**src/rtl/inst_rom_arbiter_pkg.sv**
```systemverilog
// inst_rom_arbiter_pkg: chip-enable levels and grant encoding shared by the instruction ROM arbiter
package inst_rom_arbiter_pkg;
  localparam logic CHIP_ENABLE = 1'b1;
  localparam logic CHIP_DISABLE = 1'b0;
  typedef enum logic [1:0] {GNT_NONE, GNT_IF, GNT_DBG} gnt_e;
endpackage

```
**src/rtl/inst_rom_arbiter_if.sv**
```systemverilog
// inst_rom_arbiter_if: IF and DBG request/response channels plus the shared ROM port
interface inst_rom_arbiter_if #(parameter int ADDR_W = 32, parameter int DATA_W = 32);
  logic if_req;
  logic [ADDR_W-1:0] if_addr;
  logic if_gnt;
  logic if_valid;
  logic [DATA_W-1:0] if_inst;
  logic if_err;
  logic dbg_req;
  logic [ADDR_W-1:0] dbg_addr;
  logic dbg_gnt;
  logic dbg_valid;
  logic [DATA_W-1:0] dbg_inst;
  logic dbg_err;
  logic rom_ce;
  logic [ADDR_W-1:0] rom_addr;
  logic [DATA_W-1:0] rom_inst;
  modport slave (
    input if_req, if_addr, dbg_req, dbg_addr, rom_inst,
    output if_gnt, if_valid, if_inst, if_err, dbg_gnt, dbg_valid, dbg_inst, dbg_err, rom_ce, rom_addr
  );
  modport master (
    output if_req, if_addr, dbg_req, dbg_addr, rom_inst,
    input if_gnt, if_valid, if_inst, if_err, dbg_gnt, dbg_valid, dbg_inst, dbg_err, rom_ce, rom_addr
  );
endinterface

```
**src/rtl/arb_starve_cnt.sv**
```systemverilog
// arb_starve_cnt: saturating DBG wait counter forcing a DBG grant after MAX_WAIT stalls (built only with ARB_STARVE_GUARD_EN)
`ifdef ARB_STARVE_GUARD_EN
module arb_starve_cnt #(parameter int MAX_WAIT = 4) (
  input  logic clk,
  input  logic rst,
  input  logic dbg_req,
  input  logic dbg_gnt,
  output logic dbg_force
);
  localparam int CW = $clog2(MAX_WAIT + 1);
  logic [CW-1:0] cnt;
  assign dbg_force = dbg_req && cnt == CW'(MAX_WAIT);
  // Count stalled DBG cycles up to MAX_WAIT; clear on a grant or when DBG backs off
  always_ff @(posedge clk)
    cnt <= (rst || !dbg_req || dbg_gnt) ? '0 : (cnt == CW'(MAX_WAIT)) ? cnt : cnt + 1'b1;
endmodule
`endif

```
**src/rtl/inst_rom_arbiter.sv**
```systemverilog
// inst_rom_arbiter: IF > DBG arbiter for the instruction ROM with 1-cycle registered responses; ARB_STARVE_GUARD_EN adds DBG anti-starvation
module inst_rom_arbiter
  import inst_rom_arbiter_pkg::*;
#(
  parameter int ADDR_W = 32,
  parameter int DATA_W = 32,
  parameter int MEM_WORDS = 131071,
  parameter int MAX_WAIT = 4
) (
  input logic clk,
  input logic rst,
  inst_rom_arbiter_if.slave bus
);
  localparam logic [ADDR_W-1:0] MEM_LIMIT = ADDR_W'(MEM_WORDS);
  function automatic logic addr_err(input logic [ADDR_W-1:0] a);
    return (a[1:0] != 2'b00) || ((a >> 2) >= MEM_LIMIT);
  endfunction
  gnt_e sel;
  logic dbg_force, if_bad, dbg_bad, win_bad, ce;
  logic [ADDR_W-1:0] win_addr;
`ifdef ARB_STARVE_GUARD_EN
  arb_starve_cnt #(.MAX_WAIT(MAX_WAIT)) u_starve (
    .clk(clk),
    .rst(rst),
    .dbg_req(bus.dbg_req),
    .dbg_gnt(bus.dbg_gnt),
    .dbg_force(dbg_force)
  );
`else
  assign dbg_force = MAX_WAIT < 0;
`endif
  // Pick the winner (DBG only when IF is idle or the guard fires) and drive the ROM port
  always_comb begin
    if_bad = addr_err(bus.if_addr);
    dbg_bad = addr_err(bus.dbg_addr);
    sel = rst ? GNT_NONE : (bus.dbg_req && (!bus.if_req || dbg_force)) ? GNT_DBG : bus.if_req ? GNT_IF : GNT_NONE;
    win_addr = sel == GNT_DBG ? bus.dbg_addr : bus.if_addr;
    win_bad = sel == GNT_DBG ? dbg_bad : if_bad;
    ce = sel != GNT_NONE && !win_bad;
    bus.if_gnt = sel == GNT_IF;
    bus.dbg_gnt = sel == GNT_DBG;
    bus.rom_ce = ce ? CHIP_ENABLE : CHIP_DISABLE;
    bus.rom_addr = ce ? win_addr : '0;
  end
  // Register the winner's response one cycle after its grant; reset drops anything in flight
  always_ff @(posedge clk) begin
    if (rst) begin
      bus.if_valid <= 1'b0;
      bus.if_err <= 1'b0;
      bus.if_inst <= '0;
      bus.dbg_valid <= 1'b0;
      bus.dbg_err <= 1'b0;
      bus.dbg_inst <= '0;
    end else begin
      bus.if_valid <= sel == GNT_IF;
      bus.if_err <= sel == GNT_IF && if_bad;
      bus.if_inst <= (sel == GNT_IF && !if_bad) ? bus.rom_inst : '0;
      bus.dbg_valid <= sel == GNT_DBG;
      bus.dbg_err <= sel == GNT_DBG && dbg_bad;
      bus.dbg_inst <= (sel == GNT_DBG && !dbg_bad) ? bus.rom_inst : '0;
    end
  end
endmodule

```
**src/flat_wrapper.sv**
```systemverilog
// flat-port wrapper written by rule: the top's interface ports become plain ports
module inst_rom_arbiter_flat import inst_rom_arbiter_pkg::*;
#(
  parameter int ADDR_W = 32,
  parameter int DATA_W = 32,
  parameter int MEM_WORDS = 131071,
  parameter int MAX_WAIT = 4
)
  (clk, rst, bus_if_req, bus_if_addr, bus_dbg_req, bus_dbg_addr, bus_rom_inst, bus_if_gnt, bus_if_valid, bus_if_inst, bus_if_err, bus_dbg_gnt, bus_dbg_valid, bus_dbg_inst, bus_dbg_err, bus_rom_ce, bus_rom_addr);
  inst_rom_arbiter_if #(.ADDR_W(ADDR_W), .DATA_W(DATA_W)) bus_i ();
  input logic clk;
  input logic rst;
  input wire logic [$bits(bus_i.if_req)-1:0] bus_if_req;
  input wire logic [$bits(bus_i.if_addr)-1:0] bus_if_addr;
  input wire logic [$bits(bus_i.dbg_req)-1:0] bus_dbg_req;
  input wire logic [$bits(bus_i.dbg_addr)-1:0] bus_dbg_addr;
  input wire logic [$bits(bus_i.rom_inst)-1:0] bus_rom_inst;
  output wire logic [$bits(bus_i.if_gnt)-1:0] bus_if_gnt;
  output wire logic [$bits(bus_i.if_valid)-1:0] bus_if_valid;
  output wire logic [$bits(bus_i.if_inst)-1:0] bus_if_inst;
  output wire logic [$bits(bus_i.if_err)-1:0] bus_if_err;
  output wire logic [$bits(bus_i.dbg_gnt)-1:0] bus_dbg_gnt;
  output wire logic [$bits(bus_i.dbg_valid)-1:0] bus_dbg_valid;
  output wire logic [$bits(bus_i.dbg_inst)-1:0] bus_dbg_inst;
  output wire logic [$bits(bus_i.dbg_err)-1:0] bus_dbg_err;
  output wire logic [$bits(bus_i.rom_ce)-1:0] bus_rom_ce;
  output wire logic [$bits(bus_i.rom_addr)-1:0] bus_rom_addr;
  assign bus_i.if_req = bus_if_req;
  assign bus_i.if_addr = bus_if_addr;
  assign bus_i.dbg_req = bus_dbg_req;
  assign bus_i.dbg_addr = bus_dbg_addr;
  assign bus_i.rom_inst = bus_rom_inst;
  assign bus_if_gnt = bus_i.if_gnt;
  assign bus_if_valid = bus_i.if_valid;
  assign bus_if_inst = bus_i.if_inst;
  assign bus_if_err = bus_i.if_err;
  assign bus_dbg_gnt = bus_i.dbg_gnt;
  assign bus_dbg_valid = bus_i.dbg_valid;
  assign bus_dbg_inst = bus_i.dbg_inst;
  assign bus_dbg_err = bus_i.dbg_err;
  assign bus_rom_ce = bus_i.rom_ce;
  assign bus_rom_addr = bus_i.rom_addr;
  inst_rom_arbiter #(.ADDR_W(ADDR_W), .DATA_W(DATA_W), .MEM_WORDS(MEM_WORDS), .MAX_WAIT(MAX_WAIT)) u_core (.clk(clk), .rst(rst), .bus(bus_i));
endmodule
```
**config.mk**
```make
export PLATFORM = sky130hd
export DESIGN_NAME = inst_rom_arbiter_flat
export DESIGN_NICKNAME = d
export VERILOG_FILES = /design/src/rtl/inst_rom_arbiter_pkg.sv /design/src/rtl/inst_rom_arbiter_if.sv /design/src/rtl/arb_starve_cnt.sv /design/src/rtl/inst_rom_arbiter.sv /design/src/flat_wrapper.sv
export SDC_FILE = /design/constraint.sdc
export NUM_CORES = 1
export LEC_CHECK = 0
export ABC_CLOCK_PERIOD_IN_PS = 2400
export BUFFER_PORTS_ARGS = -buffer_cell sky130_fd_sc_hd__buf_2
export CAP_MARGIN = 10
export CORE_UTILIZATION = 42
export DETAILED_ROUTE_END_ITERATION = 6
export MAX_ROUTING_LAYER = met4
export PLACE_DENSITY = 0.88
export SLEW_MARGIN = 20
export SYNTH_ARGS = -nofsm -noshare
export SYNTH_HDL_FRONTEND = slang
export SYNTH_SLANG_ARGS = --single-unit
```
**constraint.sdc**
```tcl
create_clock -name clk -period 2.4 [get_ports clk]
set_input_delay 0.24 -clock clk [delete_from_list [all_inputs] [get_ports clk]]
set_output_delay 0.24 -clock clk [all_outputs]
set_load 0.005 [all_outputs]
```
Word-level counts from Yosys, hierarchy flattened
Index checks and enable logic that the tools add are counted.

Register bits after elaboration: 68. Bits of input ports: 100. Word-level logic and storage cells: 36.

Order comparisons: 2. Equality and inequality tests: 2. Mux-type cells: 7. Bitwise gates (word level): 2. Reductions and logical operators: 17.

Operator list (number): 32-bit 2-to-1 mux (2); 30-bit by 17-bit greater-or-equal comparator with 1-bit output, second input constant (2); 1-bit logical AND (6); 2-bit nonzero test (3); 1-bit logical NOT (4); 2-bit 2-to-1 mux (2); 2-bit OR reduction (2); 1-bit 2-to-1 mux (3); 2-bit by 1-bit == test with 1-bit output, second input constant (1); 2-bit == test, second input constant (1); 1-bit logical OR (2); 1-bit inverter (2).

Longest topological paths before layout
Gate-level depths: netlist of the first run.

Depth after elaboration: 9. Depth in mapped cells: 6. Depth with buffers taken out: 5.

Least setup slack after synthesis of the first run
Ideal clock, no wire load.

Path kind: input-to-output. From: input port bus_if_addr[24]. To: output port bus_rom_addr[11]. Data arrival time: 1.344 ns. Data required time: 2.160 ns. Setup slack: 0.816 ns. Cell stages on the path: 6. Path buffers: 2. Cell sequence: nor4_1 -> and4_1 -> buf_2 -> buf_2 -> nand3_1 -> o22ai_1.

Cells in the longest elaborated chain, start to end: 6.

RTL lines: start: declaration (RTL line flat_wrapper.sv:14) `input wire logic [$bits(bus_i.if_addr)-1:0] bus_if_addr;`; 30-bit by 17-bit greater-or-equal comparator with 1-bit output (RTL line inst_rom_arbiter.sv:16) `return (a[1:0] != 2'b00) || ((a >> 2) >= MEM_LIMIT);`; 1-bit logical OR (RTL line inst_rom_arbiter.sv:16); 1-bit 2-to-1 mux (RTL line inst_rom_arbiter.sv:38) `win_bad = sel == GNT_DBG ? dbg_bad : if_bad;`; 1-bit logical NOT (RTL line inst_rom_arbiter.sv:39) `ce = sel != GNT_NONE && !win_bad;`; 1-bit logical AND (RTL line inst_rom_arbiter.sv:39); 32-bit 2-to-1 mux (RTL line inst_rom_arbiter.sv:43) `bus.rom_addr = ce ? win_addr : '0;`; end: declaration (RTL line flat_wrapper.sv:27) `output wire logic [$bits(bus_i.rom_addr)-1:0] bus_rom_addr;`.

Every way passes these cells.

Worst setup path in the final report of the first run
From: input port bus_if_addr[20]. To: output port bus_rom_addr[8].

The elaborated chain is that of the path after synthesis.

==> results of run 1 <==
-- per-stage QoR --
step | util | power [mW] | cells | hold WS [ns] | cell area (sq um)
floorplan | - | 1.20 | 269 | 0.312 | 2580
global placement | 0.611 | 1.28 | 502 | 0.429 | 3440
detailed placement | 0.611 | 1.29 | 502 | 0.441 | 3440
CTS | 0.653 | 2.39 | 518 | 0.0873 | 3680
finish | 0.653 | 2.37 | 518 | 0.0970 | 3680
global route | 0.653 | 2.47 | 518 | 0.0811 | 3680
-- worst paths after layout --
check | depth (start not counted) | slack (ns) | to
hold / removal | 2 | 0.1 | u_core.bus.if_valid
setup / recovery | 6 | 0.28 | bus_rom_addr[8]
-- state kept, by name, indices dropped and copies added (netlist names) --
name / cells
u_core.bus.if_err: 1
u_core.bus.if_valid: 1
u_core.bus.dbg_valid: 1
u_core.bus.if_inst: 32
u_core.bus.dbg_inst: 32
u_core.bus.dbg_err: 1
-- routing by layer --
layer  part of all wire  vias to the layer above  track usage
met2               0.54                      176        0.447
met5                  0                        -            -
met3              0.096                       14       0.0526
met1               0.34                     1090        0.216
li1                   -                     1211            -
met4              0.023                        0       0.0945
-- area by class of cell --
cell class                      count  area share
Sequential cell                    68       0.369
Multi-Input combinational cell    166       0.272
Timing Repair Buffer              193       0.266
Clock buffer                       10      0.0346
Clock inverter                      6      0.0306
Tap cell                           72      0.0244
Inverter                            3     0.00306
-- logic make-up after synthesis --
family                 synth area share
flip-flops                        0.539
AND/OR/NAND/NOR                   0.308
AO/OA/AOI/OAI                    0.0634
other                           0.00149
buffers and inverters            0.0882
-- cell usage after synthesis --
| cell | number |
|---|---|
| dfxtp_1 | 68 |
| and2_1 | 65 |
| nand3_1 | 34 |
| o22ai_1 | 17 |
| buf_4 | 15 |
| buf_2 | 10 |
| nand4_1 | 8 |
| clkbuf_1 | 4 |
| nor4_1 | 4 |
| and3_1 | 3 |
| buf_6 | 3 |
| nand2_1 | 3 |
| nor2_1 | 3 |
| nor4_2 | 3 |
| and4_1 | 2 |
| inv_1 | 2 |
| nor2b_1 | 2 |
| nor3_1 | 2 |
| o21a_1 | 2 |
| a211oi_2 | 1 |
| a311oi_4 | 1 |
| clkinv_1 | 1 |
| conb_1 | 1 |
| or2_2 | 1 |
-- power by group through the flow --
stage	sequential, mW	combinational (mW)	clock (mW)
2_1_floorplan	1.16	0.0439	0
3_3_place_gp	1.16	0.127	0
3_5_place_dp	1.16	0.131	0
4_1_cts	1.13	0.132	1.13
5_1_grt	1.13	0.145	1.20
6_report	1.13	0.134	1.10
==> results.md, run 1 <==
* CTS buffer count at 9
* Max Cap Violations at 0
* Clock power frac at 0.465
* Largest stage delay on the critical path at ~0.61 ns
* Clk root buf: clkbuf_8
* Critical Path RT at 2.16 ns
* Row Count at 27
* CP Cell Sequence: buf_2 > nor4_1 > and4_1 > nand3_1 > o22ai_1 > buf_2
* Port Buffer Count at 187
* Crit end category: output pin
* Run status: finished clean
* CP dominant cell by count: buf_2
* Commonest non-fill, non-tap cell in the layout: buf_2
* PD cells at between 600 and 700 mW/mm^2
* Hold_buf cts at 0
* CTS HTree Levels at 3
* Area contributors post-synth: dfxtp_1 54%, and2_1 16%, nand3_1 6.7%
* Die width at around 80 microns
* IO Count at ~200
* Setup Buffers After CTS at 0
* Clk buf depth at 2
* FF+latch count, synth at 68
* P&R area growth vs syn at 45.9%
* Sw Share at 0.201
* Largest net degree at the start of global routing at 33
* Initial DRC count at 137
* All-layer global routing usage at 0.231
* Pre-CTS setup slack at approximately 0.31 ns
* Warnings from Yosys at 0
* Commonest non-fill, non-tap cells in the layout: 187 x buf_2, 68 x dfxtp_1, 65 x and2_1
* Top delay family on crit path: simple AND/OR/NAND/NOR gates
* Seq/Total Area, Yosys at 0.539
* Die Area at ~0.0063 sq mm
* Hold path startpoint: rst
* # DRC at 0
* Worst slew pin tran at approximately 0.64 ns
* Maximum VDD drop at ~490 uV
* Synth area leader: dfxtp_1
* Multi-input logic area at 0.00100 sq mm
* Post_cts resized at 0
* Critical path class: input port to output pin
* Cell-internal power at 1.89 mW
* Drt wl/cell at between 10 and 15 microns
* Switching Power at approximately 480 uW
* Total grt overflow at 0
* First-pass GRT wire length at approximately 11 mm
* Peak Freq at between 0.4 and 0.5 GHz
* Setup crit start kind: input port
* WL final at approximately 7.3 mm
* # clock sinks at approximately 70
* Clock slew at reported path FFs at 0.07 ns
* Hold Violations, Final at 0
* Post-route setup slack at between 0.2 and 0.3 ns
* RSZ-0062 raised after global routing: false
* Average cell area after synthesis at around 9.9 sq um
* Netlist Area Pre-Place at approximately 0.0025 sq mm
* Leakage at 1.95 nW
* DP Wirelength at about 5.7 mm
* Vias/cell at between 4 and 5
* Setup-failing EPs final at 0
* Fillers at 435
* Relative slew slack at 0.574
* Die height at 79.5 microns
* Crit path time final at about 2.1 ns
* Share of layout cells above drive strength 1 at 0.480
* Sequential Area at ~0.0014 sq mm
* Final worst path period share at 0.883
* Worst Setup SP: bus_if_addr[20]
* CP Max Fanout at 17
* # nets final at around 540
* # diodes at 0
* Initial core utilization at 0.448
* Post-synth top area share at 0.539
* CTS tree: done
* Fin. max-slew vios at 0
* Post-synth cell types at 24
* First-pass iteration count of the detailed router at 5
* Core area at between 0.005 and 0.006 sq mm
* Worst hold path type: input port to flip-flop
* Setup_tns at 0 ns
* Sequential power share at 0.478
* Detail Route Antenna Nets at 0
* Vias in the first global route at between 2000 and 2500
* Total number of vias at 2491
* RePlAce Congestion at roughly 0.88
* Comb pwr share at 0.056
* Slowest-stage cell, CP: and4_1
* CP arrival at between 1.5 and 2 ns
* Initial antenna violation count at 0
* Post-Syn Instances at 255
* Worst path bufs/invs at 2
Power figures use the tool's default switching activity.
==> run 2, diff against run 1 <==
--- a/config.mk
+++ b/config.mk
@@ -9,10 +9,12 @@
 export BUFFER_PORTS_ARGS = -buffer_cell sky130_fd_sc_hd__buf_2
 export CAP_MARGIN = 10
 export CORE_UTILIZATION = 42
+export CTS_CLUSTER_SIZE = 16
 export DETAILED_ROUTE_END_ITERATION = 6
 export MAX_ROUTING_LAYER = met4
 export PLACE_DENSITY = 0.88
 export SLEW_MARGIN = 20
 export SYNTH_ARGS = -nofsm -noshare
 export SYNTH_HDL_FRONTEND = slang
+export SYNTH_HIERARCHICAL = 1
 export SYNTH_SLANG_ARGS = --single-unit
==> results.md, run 2 <==
* Run status: finished clean
* # clock sinks at 68
* Fin Hold WS at around 0.11 ns
* Crit end category: output pin
* Placed inst area at around 0.0035 sq mm
* Final instance area at ~0.0036 sq mm
* Warnings from Yosys at 6
* Relative slew slack at 0.582
* WL final at 7.05 mm
* Share of layout cells above drive strength 1 at 0.481
* Commonest non-fill, non-tap cell in the layout: buf_2
* Detail Route Antenna Nets at 0
* Peak Freq at just under 0.5 GHz
* Ys async rst share at 0
* IO Count at just over 200
* Synth Flop Type: dfxtp_1
* Hold path startpoint: rst
* Commonest non-fill, non-tap cells in the layout: 187 x buf_2, 68 x dfxtp_1, 65 x and2_1
* All-layer global routing usage at 0.226
* Post-Syn Instances at around 260
* Initial core utilization at 0.446
* Initial DRC count at 86
* Slowest-stage cell, CP: and4_1
* CTS tree: done
* EDFF count, synth at 0
* Initial antenna violation count at 0
* Total grt overflow at 0
* # nets final at roughly 540
* RSZ-0062 raised after global routing: false
* Hold Path Stages at 2
* Setup crit start kind: input port
* Post-synth top area share at 0.537
* Die width at approximately 80 microns
* Fin. max-slew vios at 0
* Critical path class: input port to output pin
* Clock slew at reported path FFs at 0.08 ns
* Port Buffer Count at roughly 190
* Leakage at 1.91 nW
* Total number of vias at roughly 2500
* Area contributors post-synth: dfxtp_1 54%, and2_1 16%, nand3_1 6.7%
* DR WL met3 at about 660 microns
* Total power at 2.06 mW
* List of most frequent post-synthesis cells: 68 x dfxtp_1, 65 x and2_1, 34 x nand3_1, 17 x o22ai_1, 15 x buf_4
* Post-synth cell types at 25
* Worst hold path type: input port to flip-flop
* Clk buf depth at 2
* Die Area at 0.00635 sq mm
* Setup_tns at 0 ns
* Setup Buffers After CTS at 0
* Seq/Total Area, Yosys at 0.537
* Top sig layer: met4
* # DRC at 0
* Core area at 0.00568 sq mm
* CTS HTree Levels at 3
* Clk root buf: clkbuf_8
* Row Count at 27
* Largest stage delay on the critical path at 0.58 ns
* Critical Path RT at ~2.2 ns
* Drt wl/cell at between 10 and 15 microns
* Maximum VDD drop at 363 uV
* Netlist Area Pre-Place at 0.00253 sq mm
* Hold EP: u_core/bus.if_valid
* Max Cap Violations at 0
* # diodes at 0
* Hold Violations, Final at 0
* CP dominant cell by count: buf_2
* Vias/cell at slightly below 5
* Final worst path period share at 0.854
* Wire length on met2 at 3.71 mm
* Crit path time final at 2.05 ns
* CP arrival at approximately 1.8 ns
* Post_cts resized at 0
* PD cells at around 570 mW/mm^2
* CP Cell Sequence: buf_2 > nor4_1 > and4_1 > nand3_1 > o22ai_1 > buf_2
* P&R area growth vs syn at 42.8%
* RePlAce Congestion at roughly 0.89
* Synth area leader: dfxtp_1
* Metal-1 WL at approximately 2.6 mm
* Biggest regs: u_core/bus.dbg_inst: 32 flops, u_core/bus.if_inst: 32 flops
* Worst slew pin tran at between 0.6 and 0.7 ns
* Most frequent cell after synthesis: dfxtp_1
* CTS buffer count at 9
* Die height at ~80 microns
* Average cell area after synthesis at between 9 and 10 sq um
* First-pass iteration count of the detailed router at 4
* Largest net degree at the start of global routing at 28
* Setup-failing EPs final at 0
* First-pass GRT wire length at approximately 11 mm
* DP Wirelength at ~5.7 mm
* Vias in the first global route at between 2000 and 2500
* FF+latch count, synth at 68
* Hold_buf cts at 0
* CP Max Fanout at 17
==> run 2: changes by cell type after synthesis <==
cell    change
nor4_2      -1
nor4_4      +1
==> run 2: how the worst max path moves through the flow <==
stage                       endpoint             start  slack (ns)
floorplan           bus_rom_addr[11]   bus_if_addr[25]        0.82
global placement     bus_rom_addr[5]    bus_if_addr[0]        0.43
detailed placement  bus_rom_addr[11]   bus_if_addr[20]        0.41
CTS                 bus_rom_addr[11]    bus_if_addr[0]        0.40
global route         bus_rom_addr[6]  bus_dbg_addr[23]        0.22
finish              bus_rom_addr[11]   bus_if_addr[20]        0.35
==> run 2: cell type report <==
class | count | area [sq um]
clock buffers | 9 | 124
multi-input cells | 166 | 1010
inverters | 3 | 11.3
well taps | 72 | 90.1
repair buffers | 193 | 981
flip-flops and latches | 68 | 1360
fillers | 496 | 2060
clock inverters | 6 | 41.3
==> run 2: power breakdown <==
part           internal (mW)  total (mW)  switching, mW  leakage [nW]
clock                  0.368       0.799          0.430        0.0775
sequential              1.13        1.13       0.000643         0.548
combinational         0.0697       0.134         0.0640          1.28
total                   1.57        2.06          0.495          1.91
==> run 2: worst max-delay path: cells and delay by family <==
family,cells,cell delay (ns)
buf+inv,2,0.24
compound gates,1,0.18
simple gates,3,1.14
==> run 2: routing by layer <==
metal / up-vias / GRT usage
met2: 151 / 0.409
met5: - / -
met1: 1121 / 0.235
li1: 1211 / -
met3: 8 / 0.0549
met4: 0 / 0.0855
==> run 2: logic make-up (layout without fill, tap and decap cells) <==
kind of cell	Yosys count	count (layout)	synth area share
other	1	15	0.00148
flip-flops	68	68	0.537
AND/OR/NAND/NOR	130	130	0.310
buffers and inverters	35	211	0.0879
AO/OA/AOI/OAI	21	21	0.0632
==> run 2: metrics by stage <==
stage | worst slack (ns) | std cells | utilization
5_1_grt | 0.221 | 517 | 0.638
2_1_floorplan | 0.816 | 269 | -
6_report | 0.351 | 517 | 0.638
4_1_cts | 0.396 | 517 | 0.638
3_3_place_gp | 0.435 | 502 | 0.608
3_5_place_dp | 0.408 | 502 | 0.608
==> run 3, diff against run 2 <==
--- a/config.mk
+++ b/config.mk
@@ -5,14 +5,14 @@
 export SDC_FILE = /design/constraint.sdc
 export NUM_CORES = 1
 export LEC_CHECK = 0
-export ABC_CLOCK_PERIOD_IN_PS = 2400
+export ABC_CLOCK_PERIOD_IN_PS = 1700
 export BUFFER_PORTS_ARGS = -buffer_cell sky130_fd_sc_hd__buf_2
 export CAP_MARGIN = 10
-export CORE_UTILIZATION = 42
+export CORE_UTILIZATION = 35
 export CTS_CLUSTER_SIZE = 16
 export DETAILED_ROUTE_END_ITERATION = 6
 export MAX_ROUTING_LAYER = met4
-export PLACE_DENSITY = 0.88
+export PLACE_DENSITY = 0.79
 export SLEW_MARGIN = 20
 export SYNTH_ARGS = -nofsm -noshare
 export SYNTH_HDL_FRONTEND = slang
==> constraint.sdc (replaced) <==
create_clock -name clk -period 1.7 [get_ports clk]
set_input_delay 0.17 -clock clk [delete_from_list [all_inputs] [get_ports clk]]
set_output_delay 0.17 -clock clk [all_outputs]
set_load 0.005 [all_outputs]
==> results.md, run 3 (synthesized netlist as in run 2, its figures left out) <==
* Row Count at 30
* WL final at 7.35 mm
* Commonest non-fill, non-tap cell in the layout: buf_2
* Worst Setup SP: bus_if_addr[8]
* Non-filler cells, final at 550
* Util after Layout at 0.554
* CTS tree: done
* # diodes at 0
* Clock slew at reported path FFs at around 0.080 ns
* Fillers at 658
* Port Buffer Count at 187
* Final worst path period share at 0.972
* RePlAce Congestion at 0.903
* Clk root buf: clkbuf_8
* Drt wl/cell at approximately 13 microns
* Die Area at approximately 0.0076 sq mm
* Setup_tns at 0 ns
* Critical Path RT at 1.53 ns
* P&R area growth vs syn at 51.0%
* Top delay family on crit path: simple AND/OR/NAND/NOR gates
* Largest net degree at the start of global routing at 29
* Hold Path Stages at 2
* Cell-internal power at between 2 and 2.5 mW
* Initial DRC count at 43
* Fin Hold WS at around 0.045 ns
* Peak Freq at 0.605 GHz
* CP dominant cell by count: buf_2
* Max Cap Violations at 0
* Setup-failing EPs final at 0
* Core area at 0.00691 sq mm
* Sequential power share at 0.519
* Worst path bufs/invs at 4
* Vias in the first global route at between 2000 and 2500
* Placed inst area at between 0.003 and 0.004 sq mm
* Die width at 87.1 microns
* Worst hold path type: input port to flip-flop
* Initial core utilization at 0.367
* Share of layout cells above drive strength 1 at 0.502
* # nets final at between 500 and 600
* Initial antenna violation count at 0
* Biggest regs: u_core/bus.dbg_inst: 32 flops, u_core/bus.if_inst: 32 flops
* CP arrival at between 1 and 1.5 ns
* IO Count at 203
* First-pass iteration count of the detailed router at 4
* Total number of vias at 2553
* Total grt overflow at 0
* Detail Route Antenna Nets at 0
* Clk buf depth at 2
* CTS HTree Levels at 3
* Placed cells at between 500 and 600
* PD cells at between 800 and 900 mW/mm^2
* Hold path startpoint: bus_rom_inst[12]
* Met2 GRT Util at 0.368
* Hold Violations, Final at 0
* Final instance area at 0.00383 sq mm
* Vias/cell at about 4.6
* Leakage at between 1.5 and 2 nW
* Sw Share at 0.228
* Hold EP: u_core/bus.if_inst[12]
* CTS buffer count at 9
* Total power at 3.08 mW
* Die height at between 80 and 90 microns
* Comb pwr share at 0.065
* Critical path class: input port to output pin
* Crit end category: output pin
* Setup crit start kind: input port
* GRT Max-Usage Layer: met2
* Pre-CTS setup slack at -0.138 ns
* Clock power frac at 0.416
* CP Cell Sequence: buf_2 > nand4_1 > nor4_4 > buf_4 > and2_4 > buf_12 > o22ai_1 > buf_2
* Maximum VDD drop at approximately 360 uV
* GR Util met1 at 0.194
* Largest stage delay on the critical path at 0.32 ns
* Fin. max-slew vios at 0
* First-pass GRT wire length at ~11 mm
* GR Layer Usage met3 at 0.0445
* Commonest non-fill, non-tap cells in the layout: 187 x buf_2, 68 x dfxtp_1, 64 x and2_1
* Switching Power at 703 uW
* Post-route setup slack at around 0.047 ns
* Run status: finished clean
* CP Max Fanout at 18
* DP Wirelength at about 6 mm
* All-layer global routing usage at 0.198
* # DRC at 0
* # clock sinks at 68
* Crit path time final at roughly 1.7 ns
* Slowest-stage cell, CP: nor4_4
==> run 3: changes by cell type in the layout (fill, tap and decap cells not counted), sizes merged <==
cell,previous run,this run
bufinv,0,1
buf,193,200
clkbuf,9,10
clkinv,3,2
dlygate4sd3,0,1
==> run 3: area by class of cell <==
cell class | instances | area (sq um) | share of cell area
well taps | 96 | 120 | 0.0314
flip-flops and latches | 68 | 1360 | 0.356
repair buffers | 201 | 1080 | 0.283
inverters | 3 | 15.0 | 0.00392
clock buffers | 10 | 128 | 0.0334
clock inverters | 6 | 63.8 | 0.0167
multi-input cells | 166 | 1060 | 0.276
==> run 3: power groups by stage <==
stage | clock network, mW | registers, mW | logic [mW]
final | 1.28 | 1.60 | 0.201
after global routing | 1.38 | 1.60 | 0.221
after CTS | 1.32 | 1.60 | 0.194
after detailed placement | 0 | 1.63 | 0.189
after global placement | 0 | 1.63 | 0.186
after floorplan | 0 | 1.63 | 0.0626
==> run 3: timing repair <==
action                     CTS  global route
resized for setup            2             8
pin swaps                    1             5
buffers inserted             0             1
hold buffers                 1             0
hold endpoints to repair     1             0
setup endpoints to repair   18            18
cloned                       0             0
==> run 3: worst max-delay path by stage <==
| stage | to | slack (ns) | depth (start not counted) |
|---|---|---|---|
| finish | bus_rom_addr[10] | 0.05 | 8 |
| detailed placement | bus_rom_addr[10] | -0.14 | 8 |
| CTS | bus_rom_addr[10] | 0.004 | 7 |
| global route | bus_rom_addr[10] | -0.02 | 7 |
| floorplan | bus_rom_addr[11] | 0.26 | 6 |
| global placement | bus_rom_addr[10] | -0.12 | 8 |
==> run 3: layer usage <==
metal  vias up  routed length [microns]
li1       1219                        -
met1      1154                     2710
met2       164                     3940
met3        16                      558
met4         0                      146
met5         -                        0
